## config.mk

```make
export PLATFORM = sky130hd
export DESIGN_NAME = tetris_action_scheduler
export DESIGN_NICKNAME = d
export VERILOG_FILES = /design/src/rtl/tetris_defs_pkg.sv /design/src/rtl/tetris_press_tracker.sv /design/src/rtl/tetris_action_scheduler.sv
export SDC_FILE = /design/constraint.sdc
export NUM_CORES = 1
export LEC_CHECK = 0
export ABC_AREA = 1
export CAP_MARGIN = 20
export CORE_ASPECT_RATIO = 1.5
export CORE_MARGIN = 2
export CORE_UTILIZATION = 25
export CTS_CLUSTER_SIZE = 10
export DETAILED_ROUTE_END_ITERATION = 6
export GPL_ROUTABILITY_DRIVEN = 1
export SYNTH_ARGS = -nofsm -noshare
export SYNTH_HDL_FRONTEND = slang
export SYNTH_SLANG_ARGS = --single-unit
```

## constraint.sdc

```tcl
create_clock -name clk -period 8.4 [get_ports clk]
set_input_delay 2.1 -clock clk [delete_from_list [all_inputs] [get_ports clk]]
set_output_delay 2.1 -clock clk [all_outputs]
set_load 0.05 [all_outputs]
```

## src/rtl/tetris_defs_pkg.sv

```systemverilog
// Shared action and button encodings for the Tetris input path.
// Button codes match the NES input controller; action codes match the grid controller.
package tetris_defs;

  localparam logic [2:0] ACT_NONE      = 3'd0;
  localparam logic [2:0] ACT_LEFT      = 3'd1;
  localparam logic [2:0] ACT_RIGHT     = 3'd2;
  localparam logic [2:0] ACT_SOFT_DROP = 3'd3;
  localparam logic [2:0] ACT_ROT_CW    = 3'd4;
  localparam logic [2:0] ACT_ROT_CCW   = 3'd5;
  localparam logic [2:0] ACT_HARD_DROP = 3'd6;
  localparam logic [2:0] ACT_GRAVITY   = 3'd7;

  localparam logic [3:0] BTN_NONE   = 4'd0;
  localparam logic [3:0] BTN_A      = 4'd1;
  localparam logic [3:0] BTN_B      = 4'd2;
  localparam logic [3:0] BTN_SELECT = 4'd3;
  localparam logic [3:0] BTN_START  = 4'd4;
  localparam logic [3:0] BTN_UP     = 4'd5;
  localparam logic [3:0] BTN_DOWN   = 4'd6;
  localparam logic [3:0] BTN_LEFT   = 4'd7;
  localparam logic [3:0] BTN_RIGHT  = 4'd8;

  // SELECT and START never become grid actions.
  function automatic logic [2:0] button_to_action(input logic [3:0] code);
    case (code)
      BTN_A:     return ACT_ROT_CW;
      BTN_B:     return ACT_ROT_CCW;
      BTN_UP:    return ACT_HARD_DROP;
      BTN_DOWN:  return ACT_SOFT_DROP;
      BTN_LEFT:  return ACT_LEFT;
      BTN_RIGHT: return ACT_RIGHT;
      default:   return ACT_NONE;
    endcase
  endfunction

  function automatic logic is_auto_repeat(input logic [3:0] code);
    return (code == BTN_LEFT) || (code == BTN_RIGHT) || (code == BTN_DOWN);
  endfunction

endpackage

```

## src/rtl/tetris_press_tracker.sv

```systemverilog
// Press tracker: turns the level-coded button stream into press and auto-repeat
// event pulses, ignoring short all-zero gaps from the controller's per-frame latch clear.
module tetris_press_tracker
  import tetris_defs::*;
#(
  parameter int RELEASE_CYCLES = 8192,
  parameter int DAS_DELAY      = 800000,
  parameter int DAS_PERIOD     = 250000
) (
  input  logic       clk,
  input  logic       reset,
  input  logic [3:0] button_code,
  output logic       event_pulse,
  output logic       event_repeat,
  output logic [3:0] event_code
);

  localparam logic [1:0] ST_IDLE   = 2'd0;
  localparam logic [1:0] ST_FIRST  = 2'd1;
  localparam logic [1:0] ST_REPEAT = 2'd2;
  localparam logic [1:0] ST_HELD   = 2'd3;

  localparam int DAS_MAX = (DAS_DELAY > DAS_PERIOD) ? DAS_DELAY : DAS_PERIOD;
  localparam int ZW      = $clog2(RELEASE_CYCLES + 1);
  localparam int DW      = $clog2(DAS_MAX + 1);

  logic [1:0]    state;
  logic [3:0]    tracked;
  logic [ZW-1:0] zero_cnt;
  logic [DW-1:0] das_cnt;
  logic          new_press;
  logic          released;
  logic          das_hit;

  always_comb begin
    new_press    = (button_code != BTN_NONE) && ((state == ST_IDLE) || (button_code != tracked));
    released     = (state != ST_IDLE) && (button_code == BTN_NONE) &&
                   (zero_cnt >= ZW'(RELEASE_CYCLES));
    das_hit      = ((state == ST_FIRST)  && (das_cnt == DW'(DAS_DELAY))) ||
                   ((state == ST_REPEAT) && (das_cnt == DW'(DAS_PERIOD)));
    event_pulse  = new_press || (das_hit && !released);
    event_repeat = !new_press;
    event_code   = new_press ? button_code : tracked;
  end

  // NOTE: synchronous reset is the first branch of the clocked block, and all
  // state updates use non-blocking assignments so every register samples pre-edge values.
  always_ff @(posedge clk) begin
    if (reset) begin
      state    <= ST_IDLE;
      tracked  <= BTN_NONE;
      zero_cnt <= '0;
      das_cnt  <= '0;
    end else if (new_press) begin
      // das_cnt starts at 1 so the first repeat lands exactly DAS_DELAY cycles after the press.
      tracked  <= button_code;
      zero_cnt <= '0;
      das_cnt  <= DW'(1);
      state    <= is_auto_repeat(button_code) ? ST_FIRST : ST_HELD;
    end else if (released) begin
      state    <= ST_IDLE;
      tracked  <= BTN_NONE;
      zero_cnt <= '0;
      das_cnt  <= '0;
    end else if (state != ST_IDLE) begin
      zero_cnt <= (button_code == BTN_NONE) ? zero_cnt + 1'b1 : '0;
      if (das_hit) begin
        state   <= ST_REPEAT;
        das_cnt <= DW'(1);
      end else if (state != ST_HELD) begin
        das_cnt <= das_cnt + 1'b1;
      end
    end
  end

endmodule

```

## src/rtl/tetris_action_scheduler.sv

```systemverilog
// Action scheduler: gravity timer, user/gravity pending flags, round-robin arbiter
// and the valid/ready action register feeding the grid controller.
module tetris_action_scheduler
  import tetris_defs::*;
#(
  parameter int RELEASE_CYCLES = 8192,
  parameter int DAS_DELAY      = 800000,
  parameter int DAS_PERIOD     = 250000,
  parameter int GRAVITY_BASE   = 40000000,
  parameter int GRAVITY_STEP   = 3500000,
  parameter int GRAVITY_MIN    = 2500000
) (
  input  logic       clk,
  input  logic       reset,
  input  logic [3:0] button_code,
  input  logic [3:0] level,
  input  logic       game_over,
  input  logic       action_ready,
  output logic       action_valid,
  output logic [2:0] action,
  output logic       paused
);

  localparam logic [31:0] BASE_U = 32'(GRAVITY_BASE);
  localparam logic [31:0] STEP_U = 32'(GRAVITY_STEP);
  localparam logic [31:0] MIN_U  = 32'(GRAVITY_MIN);
  localparam logic [31:0] SPAN_U = BASE_U - MIN_U;

  logic        ev_pulse;
  logic        ev_repeat;
  logic [3:0]  ev_code;
  logic [2:0]  ev_action;
  logic        frozen;
  logic        start_evt;
  logic        accept_evt;
  logic        fire;
  logic        pick_user;
  logic        grav_expire;
  logic [31:0] level_step;
  logic [31:0] grav_period;
  logic [31:0] grav_cnt;
  logic [31:0] grav_cnt_inc;
  logic        user_pend;
  logic        user_renew;
  logic [2:0]  user_action;
  logic        grav_pend;
  logic        granted_user;
  logic        last_user;

  tetris_press_tracker #(
    .RELEASE_CYCLES (RELEASE_CYCLES),
    .DAS_DELAY      (DAS_DELAY),
    .DAS_PERIOD     (DAS_PERIOD)
  ) u_tracker (
    .clk          (clk),
    .reset        (reset),
    .button_code  (button_code),
    .event_pulse  (ev_pulse),
    .event_repeat (ev_repeat),
    .event_code   (ev_code)
  );

  always_comb begin
    frozen       = paused || game_over;
    ev_action    = button_to_action(ev_code);
    start_evt    = ev_pulse && (ev_code == BTN_START);
    // A repeat only fills an empty slot; a fresh press always overwrites it.
    accept_evt   = ev_pulse && (ev_action != ACT_NONE) && !frozen && (!ev_repeat || !user_pend);
    level_step   = 32'(level) * STEP_U;
    grav_period  = (level_step >= SPAN_U) ? MIN_U : BASE_U - level_step;
    grav_cnt_inc = grav_cnt + 32'd1;
    grav_expire  = !frozen && (grav_cnt_inc >= grav_period);
    fire         = action_valid && action_ready;
    pick_user    = user_pend && (!grav_pend || !last_user);
  end

  always_ff @(posedge clk) begin
    if (reset) begin
      paused       <= 1'b0;
      action_valid <= 1'b0;
      action       <= ACT_NONE;
      grav_cnt     <= '0;
      user_pend    <= 1'b0;
      user_renew   <= 1'b0;
      user_action  <= ACT_NONE;
      grav_pend    <= 1'b0;
      granted_user <= 1'b0;
      last_user    <= 1'b0;
    end else begin
      if (start_evt) paused <= !paused;
      if (!frozen) grav_cnt <= grav_expire ? '0 : grav_cnt_inc;

      if (fire) begin
        action_valid <= 1'b0;
        action       <= ACT_NONE;
      end else if (!action_valid && !frozen && (user_pend || grav_pend)) begin
        action_valid <= 1'b1;
        action       <= pick_user ? user_action : ACT_GRAVITY;
        granted_user <= pick_user;
        last_user    <= pick_user;
      end

      // Pending flags stay set while their action is on the port, so expiries
      // during a stall are absorbed; user_renew remembers a press that arrived meanwhile.
      if (frozen) begin
        user_pend  <= 1'b0;
        user_renew <= 1'b0;
        grav_pend  <= 1'b0;
      end else begin
        if (fire && !granted_user) grav_pend <= 1'b0;
        else if (grav_expire)      grav_pend <= 1'b1;
        if (fire && granted_user) begin
          user_pend  <= user_renew;
          user_renew <= 1'b0;
        end
        if (accept_evt) begin
          user_pend   <= 1'b1;
          user_action <= ev_action;
          user_renew  <= action_valid && granted_user && !fire;
        end
      end
    end
  end

endmodule
```

### Word-level counts from Yosys, hierarchy flattened

Index checks and enable logic that the tools add are counted.

* bitwise logic cells: 2
* $add $sub $neg: 4
* equality and inequality tests: 16
* reductions and logical operators: 56
* mux-type cells: 22
* magnitude comparators: 3
* multipliers: 1

Operators by type and width (number)
* 32-bit two-way mux: 2
* 20-bit two-way mux: 2
* 32-bit by 1-bit adder with 32-bit output, second input constant: 1
* 32-bit greater-or-equal comparator: 1
* 26-bit by 26-bit subtractor with 27-bit output, first input constant: 1
* 26-bit greater-or-equal comparator, second input constant: 1
* 4-bit by 3-bit == test with 1-bit output, second input constant: 6
* 4-bit by 17-bit multiplier with 21-bit output, second input constant: 1
* 20-bit by 1-bit adder with 20-bit output, second input constant: 1
* 20-bit by 18-bit == test with 1-bit output, second input constant: 1
* 20-bit == test, second input constant: 1
* 1-bit logical AND: 19
* 3-bit one-hot mux with 6 select lines: 1
* 14-bit by 1-bit adder with 14-bit output, second input constant: 1
* 14-bit greater-or-equal comparator, second input constant: 1
* 14-bit two-way mux: 1
* 4-bit two-way mux: 3
* 2-bit two-way mux: 5
* 2-bit AND reduction: 5
* 1-bit logical OR: 9
* 3-bit nonzero test: 3
* 4-bit == test, second input constant: 2
* 1-bit zero test: 8
* 2-bit nonzero test: 4
* 14 further kinds: 24

* input bits: 12
* flip-flop bits (word level): 84
* logic and storage cells: 118
* output and inout bits: 5

### Longest topological paths before layout

* depth in word-level cells: 11
* mapped depth: 37
* mapped depth without buffers: 34

### Hierarchy

A second synthesis with hierarchy kept.

* cell total of the unflattened synthesis: 1294
* area total of the unflattened synthesis: 8219.1 um^2

By module, submodules not included
* tetris_action_scheduler: sequential area each 880.8 um^2, area an instance 5295.1 um^2, times used 1, cells an instance 835
* tetris_press_tracker: sequential area each 800.8 um^2, area an instance 2924.1 um^2, times used 1, cells an instance 459

### Worst setup path before layout

Ideal clock, no wire load.

* path type: input-to-reg
* start point: in level[1]
* end point: reg grav_cnt[30]
* library setup time: 109 ps
* setup slack: 1721 ps
* required time: 8291 ps
* stages on the path: 32
* arrival: 6570 ps
* buffers on the path: 1
* cells stage by stage: fa_1 -> inv_1 -> fa_1 -> inv_1 -> fa_1 -> nor2_1 -> inv_1 -> o21ai_0 -> nand2_1 -> nand3_1 -> nand2_1 -> nand2_1 -> nand3_1 -> nand2_1 -> nand2_1 -> nand2_1 -> nand2_1 -> nand2_1 -> nand3_2 -> ha_1 -> nand2_1 -> nor2_1 -> nand2_1 -> nor4_1 -> nand3_1 -> nand3_1 -> nand2_1 -> nand2_1 -> buf_2 -> a21oi_1 -> nand2_1 -> inv_1

* word-level cells in the longest chain between the ends: 6
* elaborated cells between the ends (all ways): 7
* those cells by class: add/sub (1); mul (1); order compare (2); mux (2); reduce/logical (1)

Ends and longest elaborated chain
* start: declaration: RTL line tetris_action_scheduler.sv:16 `input logic [3:0] level,`
* 4-bit by 17-bit multiplier with 21-bit output (*): RTL line tetris_action_scheduler.sv:69 `level_step = 32'(level) * STEP_U;`
* 26-bit by 26-bit subtractor with 27-bit output or 26-bit greater-or-equal comparator (tied branches): RTL line tetris_action_scheduler.sv:70 `grav_period = (level_step >= SPAN_U) ? MIN_U : BASE_U - level_step;`
* 32-bit two-way mux (*): RTL line tetris_action_scheduler.sv:70
* 32-bit greater-or-equal comparator (*): RTL line tetris_action_scheduler.sv:72 `grav_expire = !frozen && (grav_cnt_inc >= grav_period);`
* 1-bit logical AND (*): RTL line tetris_action_scheduler.sv:72
* 32-bit two-way mux (*): RTL line tetris_action_scheduler.sv:91 `if (!frozen) grav_cnt <= grav_expire ? '0 : grav_cnt_inc;`
* end signal: assignment: RTL line tetris_action_scheduler.sv:91
* end: declaration: RTL line tetris_action_scheduler.sv:41 `logic [31:0] grav_cnt;`

Every way passes the cells marked *; elsewhere a longest branch is shown, timed or not.
A chain may end at the register's enable or synchronous reset.

### Worst setup path in the final report

* start point: in level[1]
* end point: reg grav_cnt[0]

Same word-level chain as after synthesis.

==> out/qor.yml <==
synthesis:
  synth_xor_area_frac: 0.0443
  syn_inst: 1174
  ys_top_cells_by_count: "nand2_1 (284), inv_1 (166), nor2_1 (113)"
  ys_seq_area_frac: 0.224
  synth_top_area_share: 0.224
  synth_compound_area_frac: 0.124
  ys_ff_latch: 84
  synth-main-ff-cell: "dfxtp_1"
  yosys.area.top_type: "dfxtp_1"
  synthTopCellsByArea: "dfxtp_1 (22%), nand2_1 (14%), ha_1 (11%)"
  synth_cell_types: 49
  synthMuxAreaShare: 0.00133
  yosysWarningCount: 0
  avgSynthCellArea_sq_um: 6.40
  yosysMostFrequentCell: "nand2_1"
  synth_top_family_by_area: "simple AND/OR/NAND/NOR gates"
  yosys.area_share.simple: 0.375
  async_flop_share: 0
  synth.cell_area_sq_um: 7520
  synth_adder_area_share: 0.129
  synth_edf_count: 0
worst_setup_path:
  cp.required_ps: 8640
  worst_path_max_delay_cell: "fa_1"
  worstPathMaxFanout: 15
  reg2reg_to: "grav_cnt[0]"
  r2r_slack_ps: 4400
  reg2reg_from: "grav_cnt[0]"
  critPathLaunchType: "input pin"
  path_class: "in2reg"
  crit_path_end: "grav_cnt[0]"
  critical_path.most_common_cell: "nand2_1"
  setup.worst_path.end_class: "flop"
  arrival_ps: 7910
  slowest_delay_ps: 700
  reg2regPathDepth: 25
  crit_start: "level[1]"
clock_network:
  ctsResizeCount: 0
  clock_latency_ps: 340
  clk_pin_slew_ps: 70
  cts_tree: "built"
  h-tree-depth: 3
  cts_hold_buf: 0
  cts_buffer_depth: 2
  clock-root-buffer: "clkbuf_16"
  cts_setup_buffers: 0
  cts_made_buffers: 9
  cts_sinks: 84
die:
  core_area_sq_um: 29600
  num_rows: 77
  dieArea_sq_um: 31500
  die_w_microns: 146
  initial_utilization: 0.254
  die_h_microns: 216
  ios: 17
power:
  power.density_nw_per_um2: 165
  leakagePower_nw: 3.66
  total_power_mw: 1.41
  peakVddDrop_v: 0.000114
cells_and_area:
  antennaDiodeCount: 0
  drive_above_1_share: 0.0790
  final_util: 0.287
  nets: 1283
  multi_input_area_sq_um: 5090
  regArea_sq_um: 1680
  fillers: 3306
  synthToLayoutAreaGrowth_pct: 13.0
sta:
  setup_tns_ps: 0
  clock_skew_ps: 6.59
  rsz0062_at_grt: "no"
  tightest_slew_ps: 879
  fin_crit_sh: 0.913
  drv_slew: 0
  fmax_mhz: 130
  setup_viol: 0
  hold_viol: 0
  post-route-min-period_ps: 7670
  max-slew-margin-rel: 0.412
drt:
  first_pass_iters: 5
  wl_mm: 19.4
  wl_per_cell_microns: 12.1
  dr_total_vias: 7464
  ant_nets: 0
  vias_per_cell: 4.67
  drc: 0
  initialDrtViolationCount: 318
placed_design:
  gp_congestion: 0.883
  dp_hpwl_mm: 15.9
  numPortBuffers: 16
grt:
  grt_pass1_vias: 7226
  gr-total-overflow: 0
  grt_pass1_wl_mm: 32.7
  grt_antenna_before_repair: 0
  grtUsageTotal: 0.123
  grt_max_degree: 32
hold_path:
  hold_class: "reg2reg"
outcome:
  status: "completed"
flow_run:
  timing.max_cap.violations: 0
registers in the layout, summed over array words and instances, names as in the netlist, 2 cells and up:
| signal | count |
|---|---|
| grav_cnt | 32 |
| u_tracker.tracked | 4 |
| u_tracker.zero_cnt | 14 |
| action | 3 |
| u_tracker.das_cnt | 20 |
| u_tracker.state | 2 |
| user_action | 3 |
per-stage QoR:
| step | setup WS, ps | hold slack, ps | std cells | instance area, sq um |
|---|---|---|---|---|
| after floorplan | 1720 | 445 | 1179 | 7540 |
| after global placement | 467 | 444 | 1581 | 8170 |
| after detailed placement | 329 | 443 | 1582 | 8200 |
| after CTS | 683 | 456 | 1598 | 8500 |
| after global routing | 101 | 498 | 1598 | 8500 |
| final | 729 | 454 | 1598 | 8500 |
final cells by class:
cell class | count | share of cell area
timing repair buffer | 25 | 0.0291
clock inverter | 6 | 0.00824
clock buffer | 10 | 0.0269
sequential | 84 | 0.198
tap | 395 | 0.0581
inverter | 183 | 0.0808
multi-input combinational | 895 | 0.599
worst max-delay path: cells and delay by family:
family / cells / cell delay, ps
fa+ha+maj: 4 / 1980
buf+inv: 6 / 1240
simple gates: 21 / 2290
compound gates: 1 / 260
where the power goes:
part	total [mW]	switching, mW	leakage (nW)	internal [mW]
clock network	0.404	0.170	0.148	0.234
logic	0.581	0.379	2.83	0.202
registers	0.420	0.00983	0.682	0.410
kinds of logic (layout without fill, tap and decap cells):
kind of cell               after synthesis  after routing
and+or+nand+nor                        614            614
buffers and inverters                  200            224
AOI/OAI and AO/OA                      163            163
DFF                                     84             84
adders and majority gates               73             73
xor gates and xnor gates                38             38
other                                    1              6
muxes                                    1              1
metal layers:
layer | global-route usage | wire, microns
met1 | 0.130 | 7890
met2 | 0.251 | 10700
met3 | 0.0131 | 398
met4 | 0.0399 | 398
met5 | 0 | 0
how the worst min path moves through the flow:
stage                                      start                endpoint  slack, ps  depth (start not counted)
after floorplan           u_tracker.zero_cnt[12]  u_tracker.zero_cnt[12]        450                          2
after global placement                 action[2]               action[2]        440                          2
after detailed placement               action[0]               action[0]        440                          2
after CTS                              action[0]               action[0]        460                          2
after global routing      u_tracker.zero_cnt[12]  u_tracker.zero_cnt[12]        500                          2
final                                  action[0]               action[0]        450                          2
placed cells by master (no fill, tap or decap), types with 10 or more instances in the layout:
cell type          n
nand2_2           15
nor2_1           112
ha_1              65
nand2_1          284
nand4_1           35
nor2_2            10
a21oi_1           75
nand3_1           77
nor3_1            35
clkdlybuf4s50_1   16
o21ai_0           38
inv_1            166
nand3_2           11
nor4_1            11
inv_2             17
dfxtp_1           84
a211oi_1          13
xor2_1            32
No activity file was read; power rests on OpenSTA's default activity.
